`src/rtl/uart_pkg.sv`:
```
// uart_pkg: shared UART receiver/transmitter FSM encoding and legal oversampling ratios
package uart_pkg;
    typedef enum logic [2:0] {IDLE, START, DATA, PARITY, STOP} uart_state_e;
    localparam logic [5:0] PRESCALE_8  = 6'd8;
    localparam logic [5:0] PRESCALE_16 = 6'd16;
    localparam logic [5:0] PRESCALE_32 = 6'd32;
endpackage

```
`src/rtl/uart_rx_sampler.sv`:
```
// uart_rx_sampler: per-bit edge counter and 3-sample majority voter around mid-bit
module uart_rx_sampler (
    input  logic       CLK,
    input  logic       Reset,
    input  logic       start,
    input  logic       busy,
    input  logic       rx,
    input  logic [5:0] prescale,
    output logic       bit_end,
    output logic       bit_ready,
    output logic       bit_val
);
    logic [5:0] edge_cnt;
    logic [5:0] half;
    logic [2:0] samples;
    logic       sample_now;
    always_comb begin
        half       = {1'b0, prescale[5:1]};
        bit_end    = edge_cnt == prescale - 6'd1;
        bit_ready  = edge_cnt == half + 6'd2;
        sample_now = edge_cnt == half - 6'd1 || edge_cnt == half || edge_cnt == half + 6'd1;
        bit_val    = (samples[0] & samples[1]) | (samples[0] & samples[2]) | (samples[1] & samples[2]);
    end
    // the start-detect cycle is edge 0, so the counter enters the frame at 1
    always_ff @(posedge CLK or negedge Reset)
        if (!Reset) begin
            edge_cnt <= '0;
            samples  <= '0;
        end else begin
            edge_cnt <= start ? 6'd1 : (!busy || bit_end) ? 6'd0 : edge_cnt + 6'd1;
            if (sample_now) samples <= {samples[1:0], rx};
        end
endmodule

```
`src/rtl/uart_rx.sv`:
```
// uart_rx: oversampling UART receiver with optional parity and registered status pulses
module uart_rx import uart_pkg::*; #(
    parameter int width = 8
) (
    input  logic             CLK,
    input  logic             Reset,
    input  logic             RX_IN,
    input  logic [5:0]       Prescale,
    input  logic             Parity_EN,
    input  logic             Parity_type,
    output logic [width-1:0] P_DATA,
    output logic             Data_valid,
    output logic             Parity_error,
    output logic             Stop_error
);
    localparam int BW = width > 1 ? $clog2(width) : 1;
    uart_state_e      state, state_nxt;
    logic [BW-1:0]    bit_cnt;
    logic [5:0]       p_lat;
    logic             par_en, par_odd, par_bad;
    logic [width-1:0] shift;
    logic             start, busy, bit_end, bit_ready, bit_val, last_bit;
    logic             dv_nxt, pe_nxt, se_nxt;
    assign start    = state == IDLE && !RX_IN;
    assign busy     = state != IDLE;
    assign last_bit = bit_cnt == BW'(width - 1);
    uart_rx_sampler u_sampler (
        .CLK       (CLK),
        .Reset     (Reset),
        .start     (start),
        .busy      (busy),
        .rx        (RX_IN),
        .prescale  (p_lat),
        .bit_end   (bit_end),
        .bit_ready (bit_ready),
        .bit_val   (bit_val)
    );
    always_ff @(posedge CLK or negedge Reset)
        if (!Reset) state <= IDLE;
        else state <= state_nxt;
    always_comb begin
        state_nxt = state;
        dv_nxt    = 1'b0;
        pe_nxt    = 1'b0;
        se_nxt    = 1'b0;
        case (state)
            IDLE:   state_nxt = start ? START : IDLE;
            START:  state_nxt = (bit_ready && bit_val) ? IDLE : bit_end ? DATA : START;
            DATA:   state_nxt = (bit_end && last_bit) ? (par_en ? PARITY : STOP) : DATA;
            PARITY: state_nxt = bit_end ? STOP : PARITY;
            STOP: begin
                state_nxt = bit_end ? IDLE : STOP;
                dv_nxt    = bit_end && !par_bad && bit_val;
                pe_nxt    = bit_end && par_bad;
                se_nxt    = bit_end && !bit_val;
            end
            default: state_nxt = IDLE;
        endcase
    end
    // frame configuration is frozen on the start-detect cycle
    always_ff @(posedge CLK or negedge Reset)
        if (!Reset) begin
            P_DATA       <= '0;
            Data_valid   <= 1'b0;
            Parity_error <= 1'b0;
            Stop_error   <= 1'b0;
            bit_cnt      <= '0;
            p_lat        <= '0;
            par_en       <= 1'b0;
            par_odd      <= 1'b0;
            par_bad      <= 1'b0;
            shift        <= '0;
        end else begin
            Data_valid   <= dv_nxt;
            Parity_error <= pe_nxt;
            Stop_error   <= se_nxt;
            if (dv_nxt) P_DATA <= shift;
            if (start) begin
                p_lat   <= Prescale;
                par_en  <= Parity_EN;
                par_odd <= Parity_type;
                par_bad <= 1'b0;
                bit_cnt <= '0;
            end
            if (state == DATA && bit_ready) shift <= {bit_val, shift[width-1:1]};
            if (state == DATA && bit_end) bit_cnt <= last_bit ? '0 : bit_cnt + 1'b1;
            if (state == PARITY && bit_ready) par_bad <= bit_val != (par_odd ? ~^shift : ^shift);
        end
endmodule

```
`config.mk`:
```
export PLATFORM = sky130hd
export DESIGN_NAME = uart_rx
export DESIGN_NICKNAME = d
export VERILOG_FILES = /design/src/rtl/uart_pkg.sv /design/src/rtl/uart_rx_sampler.sv /design/src/rtl/uart_rx.sv
export SDC_FILE = /design/constraint.sdc
export NUM_CORES = 1
export LEC_CHECK = 0
export CORE_ASPECT_RATIO = 0.6
export CORE_MARGIN = 2
export CORE_UTILIZATION = 54
export DETAILED_ROUTE_END_ITERATION = 7
export PLACE_DENSITY = 0.79
export SETUP_SLACK_MARGIN = 0.4
export SYNTH_ARGS = -nofsm -noshare
export SYNTH_HDL_FRONTEND = slang
export SYNTH_SLANG_ARGS = --single-unit
```
`constraint.sdc`:
```
create_clock -name CLK -period 2.97 [get_ports CLK]
set_input_delay 0.4455 -clock CLK [delete_from_list [all_inputs] [get_ports CLK]]
set_output_delay 0.4455 -clock CLK [all_outputs]
set_load 0.005 [all_outputs]
```
==> impl_results.rst, run 1 <==
.. list-table::
   :header-rows: 1

   * - Metric
     - Value
   * - Total design power
     - 2.61 mW
   * - Setup skew after layout
     - 0.00429 ns
   * - Congestion Overflow GR
     - 0
   * - Count of warnings emitted by yosys
     - 0
   * - Post-synthesis instance area
     - 2490 um2
   * - CP delay by family, top
     - simple AND/OR/NAND/NOR gates
   * - Post-route worst setup slack
     - 0.533 ns
   * - Setup TNS Final
     - 0 ns
   * - Remaining design rule violation count
     - 0
   * - Maximum clock frequency
     - 410 MHz
   * - Number of flops mapped to enable cells by yosys
     - 0
   * - Leading cell type in the layout, fill and taps excluded
     - dfrtp_1
   * - Sinks on the clock net
     - 43
   * - Number of hold buffers added after CTS
     - 0
   * - Commonest cells after routing, fill and taps aside
     - dfrtp_1 (41), nand2_1 (26), mux2_2 (20), clkdlybuf4s50_1 (20), xnor2_1 (19)
   * - Dpl hpwl
     - 3820 um
   * - Setup crit end kind
     - flop
   * - Routed WL per cell
     - 16.2 um
   * - Worst min-delay path category
     - in -> async
   * - Total Routed Length
     - 5270 um
   * - Global-route wire length before repair
     - 8710 um
   * - Die area
     - 5200 um2
   * - Net count after synthesis
     - 264
   * - CTS H-Tree Depth
     - 2
   * - Number of global-route vias before repair
     - 1722
   * - Antenna diode count
     - 0
   * - Worst-path fanout max
     - 6
   * - Area Overhead vs Synth
     - 14.4%
   * - Detailed-route via count
     - 1861
   * - Run status
     - completed
   * - Number of max-cap violations
     - 0
   * - Cell leakage power
     - 1.28 nW
   * - Classification of the worst setup path
     - reg -> reg
   * - Count of mapped cells out of synthesis
     - 243
   * - Area inside the core boundary
     - 4520 um2
   * - Transition at the pin with the smallest max-transition slack
     - 0.935 ns
   * - Net count reported at finish
     - 284
   * - TritonCTS buffer count
     - 5
   * - I/O pin count
     - 22
   * - Power density relative to cell area
     - 914 nW/um2
   * - Total Routing Usage GR
     - 22.0%
   * - Average size of a mapped cell
     - 10.3 um2
   * - Cells traversed along the worst timing path
     - inv_2 -> ha_2 -> a21boi_2 -> nand2_1 -> xnor2_1 -> and4bb_1 -> and4b_4 -> mux2_2
   * - Antenna-violating nets left
     - 0
   * - Detail-routed via count per cell
     - 5.71
   * - Site Rows
     - 19
   * - Count of input and output buffers
     - 21
   * - Layout cells sized above 1
     - 17.5%
   * - Required time at the endpoint of the critical path
     - 3.15 ns
   * - FILL cells
     - 375
   * - CTS Root Cell
     - clkbuf_8
   * - Number of register bits inferred by synthesis
     - 43
   * - Register-to-Register Setup Slack
     - 0.53 ns
   * - VDD IR-drop max
     - 541 uV
   * - Critical path arrival
     - 2.62 ns
   * - Final Hold Violating Endpoints
     - 0
   * - CTS tree
     - built
   * - Share of synthesized flip-flops with an asynchronous set or reset
     - 100%
   * - Post-route worst hold slack
     - 0.292 ns
   * - Die span in y
     - 56.7 um
   * - Number of different library cells in the post-synthesis netlist
     - 52
   * - Relative max-transition margin
     - 37.7%
   * - Share of synthesized area occupied by flip-flops and latches
     - 43.1%
   * - Final worst path period share
     - 82.1%
   * - Number of pins exceeding their max-slew limit in the final report
     - 0
   * - Skew-Pair Late Insertion Delay
     - 0.29 ns
   * - Crit path buf inv count
     - 1
   * - Setup repair after global routing missed its margin
     - no
   * - Largest net degree at the start of global routing
     - 44
   * - Post-CTS clock slew at the launch and capture registers of the worst setup and hold paths
     - 0.08 ns
   * - # Post-CTS Setup Buffers
     - 0
   * - Most frequently used flop master after synthesis
     - dfrtp_1
   * - Setup WS pre-CTS
     - 0.256 ns
   * - Detailed-routing iteration count for the pre-antenna-repair pass
     - 4
   * - Crit path max-delay cell type
     - dfrtp_1
   * - Final estimated routing congestion in global placement
     - 0.870
   * - Largest stage delay on the critical path
     - 0.47 ns
   * - Horizontal die dimension
     - 91.8 um
   * - Post-route minimum period
     - 2.44 ns
   * - Starting DRT DRC Count
     - 150
   * - Kind of start point of the critical path
     - flop
   * - Starting density of the core
     - 55.2%
   * - Antenna violations before repair
     - 0
   * - Final-report setup violation count
     - 0
   * - Maximum buffer depth of the clock tree
     - 2
[synth_stat cells (all sizes together) (2+ instances only)]
| library cell | instances | area, um2 |
|---|---|---|
| nand2b | 4 | 25.0 |
| nand3 | 11 | 55.1 |
| xor2 | 13 | 121 |
| o31ai | 3 | 22.5 |
| and3 | 2 | 12.5 |
| nand4b | 2 | 17.5 |
| a211o | 2 | 17.5 |
| ha | 10 | 125 |
| nor2b | 5 | 31.3 |
| nand2 | 26 | 97.6 |
| o211ai | 2 | 15.0 |
| a21o | 2 | 15.0 |
| mux2i | 2 | 20.0 |
| nor2 | 10 | 37.5 |
| nor4 | 2 | 12.5 |
| mux2 | 20 | 225 |
| buf | 10 | 60.1 |
| inv | 11 | 41.3 |
| nor3 | 5 | 25.0 |
| o21ai | 10 | 50.1 |
| a21oi | 2 | 10.0 |
| xnor2 | 19 | 166 |
| dfrtp | 43 | 1080 |
| clkbuf | 3 | 11.3 |
[layout make-up]
cell class | count | area, um2 | area share (%)
clock inverter | 1 | 5.00 | 0.175
timing repair buffer | 25 | 235 | 8.24
clock buffer | 6 | 82.6 | 2.89
multi-input combinational | 177 | 1330 | 46.7
sequential | 43 | 1080 | 37.8
inverter | 11 | 41.3 | 1.45
tap | 63 | 78.8 | 2.76
[path summary, 6_finish.rpt]
check / from / end / cells after the start
max in group asynchronous: Reset / p_lat[1] / 1
hold reg to reg: par_odd / par_odd / 2
hold / removal: Reset / P_DATA[2] / 1
setup / recovery: p_lat[2] / P_DATA[7] / 8
setup reg to reg: p_lat[2] / P_DATA[7] / 8
min in group CLK: par_odd / par_odd / 2
[flip-flops by register name (all words and copies together) (netlist names)]
signal	flops
P_DATA	8
shift	8
p_lat	6
u_sampler.edge_cnt	6
bit_cnt	3
state	3
u_sampler.samples	3
Data_valid	1
Parity_error	1
Stop_error	1
par_bad	1
par_en	1
par_odd	1
[layer usage]
metal	up-vias	part of all wire, %	GRT usage, %
met5	-	0	0
met4	0	0.51	5.12
met3	4	8.1	5.23
met2	72	40	29.5
met1	902	51	35.5
li1	883	-	-
[metrics by stage]
stage / cells / cell area (um2) / utilization (%)
4_1_cts: 325 / 2840 / 62.8
3_5_place_dp: 318 / 2740 / 60.7
2_1_floorplan: 243 / 2490 / -
6_report: 326 / 2860 / 63.2
5_1_grt: 326 / 2860 / 63.2
3_3_place_gp: 318 / 2740 / 60.7
[cell families after synthesis]
kind of cell / Yosys count / synth area share (%)
and+or+nand+nor: 77 / 15.9
DFF: 43 / 43.1
AOI/OAI and AO/OA: 34 / 9.63
xor gates and xnor gates: 32 / 11.5
buffers and inverters: 24 / 4.51
muxes: 22 / 9.83
adders and majority gates: 11 / 5.42
[worst register-to-register path: stages (launching register included)]
cell,delay [ns]
dfrtp_1,0.47
inv_2,0.14
ha_2,0.23
a21boi_2,0.20
nand2_1,0.10
xnor2_1,0.22
and4bb_1,0.30
and4b_4,0.32
mux2_2,0.35
[timing repair]
action / 4_1_cts / 5_1_grt
resized for setup: 2 / 6
endpoints found under the setup margin: 8 / 18
pin swaps: 0 / 1
cloned: 0 / 1
[report_power, final]
part,internal [mW],switching [mW]
logic,0.606,0.656
clock network,0.182,0.190
registers,0.727,0.248
No activity file was read; power rests on OpenSTA's default activity.
==> run 2: changes to the inputs <==
==> constraint.sdc (replaced) <==
create_clock -name CLK -period 2.5 [get_ports CLK]
set_input_delay 0.375 -clock CLK [delete_from_list [all_inputs] [get_ports CLK]]
set_output_delay 0.375 -clock CLK [all_outputs]
set_load 0.005 [all_outputs]
==> impl_results.rst, run 2 (synthesized netlist as in run 1, its figures left out) <==
.. list-table::
   :header-rows: 1

   * - Metric
     - Value
   * - Final estimated routing congestion in global placement
     - 0.988
   * - Net count reported at finish
     - 300
   * - Antenna-violating nets left
     - 0
   * - Die area
     - 5200 um2
   * - Antenna diode count
     - 0
   * - Post-route minimum period
     - 2.18 ns
   * - Cells traversed along the worst timing path
     - inv_8 -> ha_4 -> xnor2_2 -> xnor2_1 -> nand3_1 -> and4bb_1 -> and4b_2 -> buf_6 -> mux2_4
   * - TritonCTS buffer count
     - 5
   * - Global-route wire length before repair
     - 9290 um
   * - I/O pin count
     - 22
   * - Area Overhead vs Synth
     - 28.5%
   * - Combinational fraction of design power
     - 56.5%
   * - Remaining design rule violation count
     - 0
   * - Largest net degree at the start of global routing
     - 44
   * - Largest stage delay on the critical path
     - 0.45 ns
   * - Total design power
     - 3.66 mW
   * - CTS tree
     - built
   * - Leading cell type in the layout, fill and taps excluded
     - dfrtp_1
   * - Sinks on the clock net
     - 43
   * - Routed WL per cell
     - 17.2 um
   * - Number of global-route vias before repair
     - 1778
   * - Number of pins exceeding their max-slew limit in the final report
     - 0
   * - Critical register-to-register path startpoint
     - p_lat[1]
   * - Worst min-delay path category
     - in -> async
   * - Final Hold Violating Endpoints
     - 0
   * - VDD IR-drop max
     - 851 uV
   * - Worst-path fanout max
     - 5
   * - CTS Root Cell
     - clkbuf_8
   * - Final worst path period share
     - 87.1%
   * - Switching part of the total power
     - 42.3%
   * - Maximum clock frequency
     - 459 MHz
   * - Total Routed Length
     - 5910 um
   * - Starting DRT DRC Count
     - 196
   * - Detail-routed via count per cell
     - 5.65
   * - Total Routing Usage GR
     - 23.8%
   * - Setup crit end kind
     - flop
   * - Site Rows
     - 19
   * - First element of the critical path
     - p_lat[1]
   * - Critical path arrival
     - 2.37 ns
   * - Starting density of the core
     - 55.2%
   * - Register-to-Register Setup Slack
     - 0.32 ns
   * - Horizontal die dimension
     - 91.8 um
   * - Commonest cells after routing, fill and taps aside
     - dfrtp_1 (37), nand2_1 (25), clkdlybuf4s50_1 (20)
   * - Crit path max-delay cell type
     - dfrtp_2
   * - Worst reg2reg path depth
     - 9
   * - Area of the multi-input gates
     - 1520 um2
   * - Area inside the core boundary
     - 4520 um2
   * - Share of power burned in registers
     - 31.6%
   * - Sequential Area
     - 1080 um2
   * - Skew-Pair Late Insertion Delay
     - 0.31 ns
   * - Power density relative to cell area
     - 1140 nW/um2
   * - Post-route worst hold slack
     - 0.209 ns
   * - Kind of start point of the critical path
     - flop
   * - Number of max-cap violations
     - 0
   * - Layout cells sized above 1
     - 29.3%
   * - Internal power summed over all cells
     - 2.11 mW
   * - Count of input and output buffers
     - 21
   * - Die span in y
     - 56.7 um
   * - CTS H-Tree Depth
     - 2
   * - Fin util
     - 71.0%
   * - Classification of the worst setup path
     - reg -> reg
   * - Setup TNS Final
     - 0 ns
   * - Transition at the pin with the smallest max-transition slack
     - 0.956 ns
   * - Setup skew after layout
     - 0.00857 ns
   * - Cell leakage power
     - 1.41 nW
   * - Final-report setup violation count
     - 0
   * - Number of hold buffers added after CTS
     - 0
   * - Fraction of power consumed by the clock network
     - 12.0%
   * - Maximum buffer depth of the clock tree
     - 2
   * - Detailed-route via count
     - 1938
   * - Relative max-transition margin
     - 36.3%
   * - Run status
     - completed
   * - Setup repair after global routing missed its margin
     - yes
   * - Dpl hpwl
     - 3970 um
   * - P_sw
     - 1.55 mW
   * - Top Registers
     - P_DATA x8, shift x8
   * - FILL cells
     - 313
   * - Required time at the endpoint of the critical path
     - 2.69 ns
   * - Congestion Overflow GR
     - 0
   * - Detailed-routing iteration count for the pre-antenna-repair pass
     - 4
   * - Post-CTS clock slew at the launch and capture registers of the worst setup and hold paths
     - 0.08 ns
   * - Antenna violations before repair
     - 0
[run 2: final cells by class]
| class | instances | area share (%) |
|---|---|---|
| multi-input combinational | 176 | 47.5 |
| sequential | 43 | 33.8 |
| timing repair buffer | 42 | 11.9 |
| tap | 63 | 2.46 |
| clock buffer | 6 | 2.26 |
| inverter | 11 | 1.68 |
| clock inverter | 2 | 0.390 |
[run 2: worst paths after layout]
path                              end
setup / recovery            P_DATA[1]
hold / removal             Data_valid
setup reg to reg            P_DATA[1]
hold reg to reg            bit_cnt[0]
max in group asynchronous    p_lat[3]
min in group CLK           bit_cnt[0]
[run 2: through the flow]
stage	cells	worst slack (ns)	area, um2
after floorplan	243	0.291	2570
after global placement	321	0.197	2830
after detailed placement	321	0.150	2830
after CTS	341	0.322	3090
after global routing	343	0.226	3210
final	343	0.323	3210
[run 2: per-layer routing]
| layer | global-route usage [%] | wire length (um) | up-vias |
|---|---|---|---|
| li1 | - | - | 915 |
| met1 | 37.5 | 2790 | 939 |
| met2 | 31.1 | 2450 | 74 |
| met3 | 6.17 | 578 | 10 |
| met4 | 8.32 | 88 | 0 |
| met5 | 0 | 0 | - |
[run 2: repair_timing]
action / in CTS / in global routing
gates resized for setup: 22 / 22
setup buffers: 11 / 2
gates cloned: 1 / 0
pin swaps: 10 / 7
setup endpoints to repair: 23 / 23
[run 2: worst max-delay path, delay by kind of cell, from the launching register on]
family,cells,cell delay [ns]
simple gates,3,0.66
fa+ha+maj,1,0.14
mux,1,0.30
flops,1,0.45
xor+xnor,2,0.25
buf+inv,2,0.24
[run 2: power by group through the flow]
stage / Clock (mW) / Sequential [mW] / Combinational, mW
finish: 0.439 / 1.16 / 2.07
global route: 0.491 / 1.19 / 2.24
floorplan: 0 / 0.997 / 1.36
CTS: 0.447 / 1.12 / 1.89
global placement: 0 / 1.14 / 1.56
detailed placement: 0 / 1.15 / 1.57
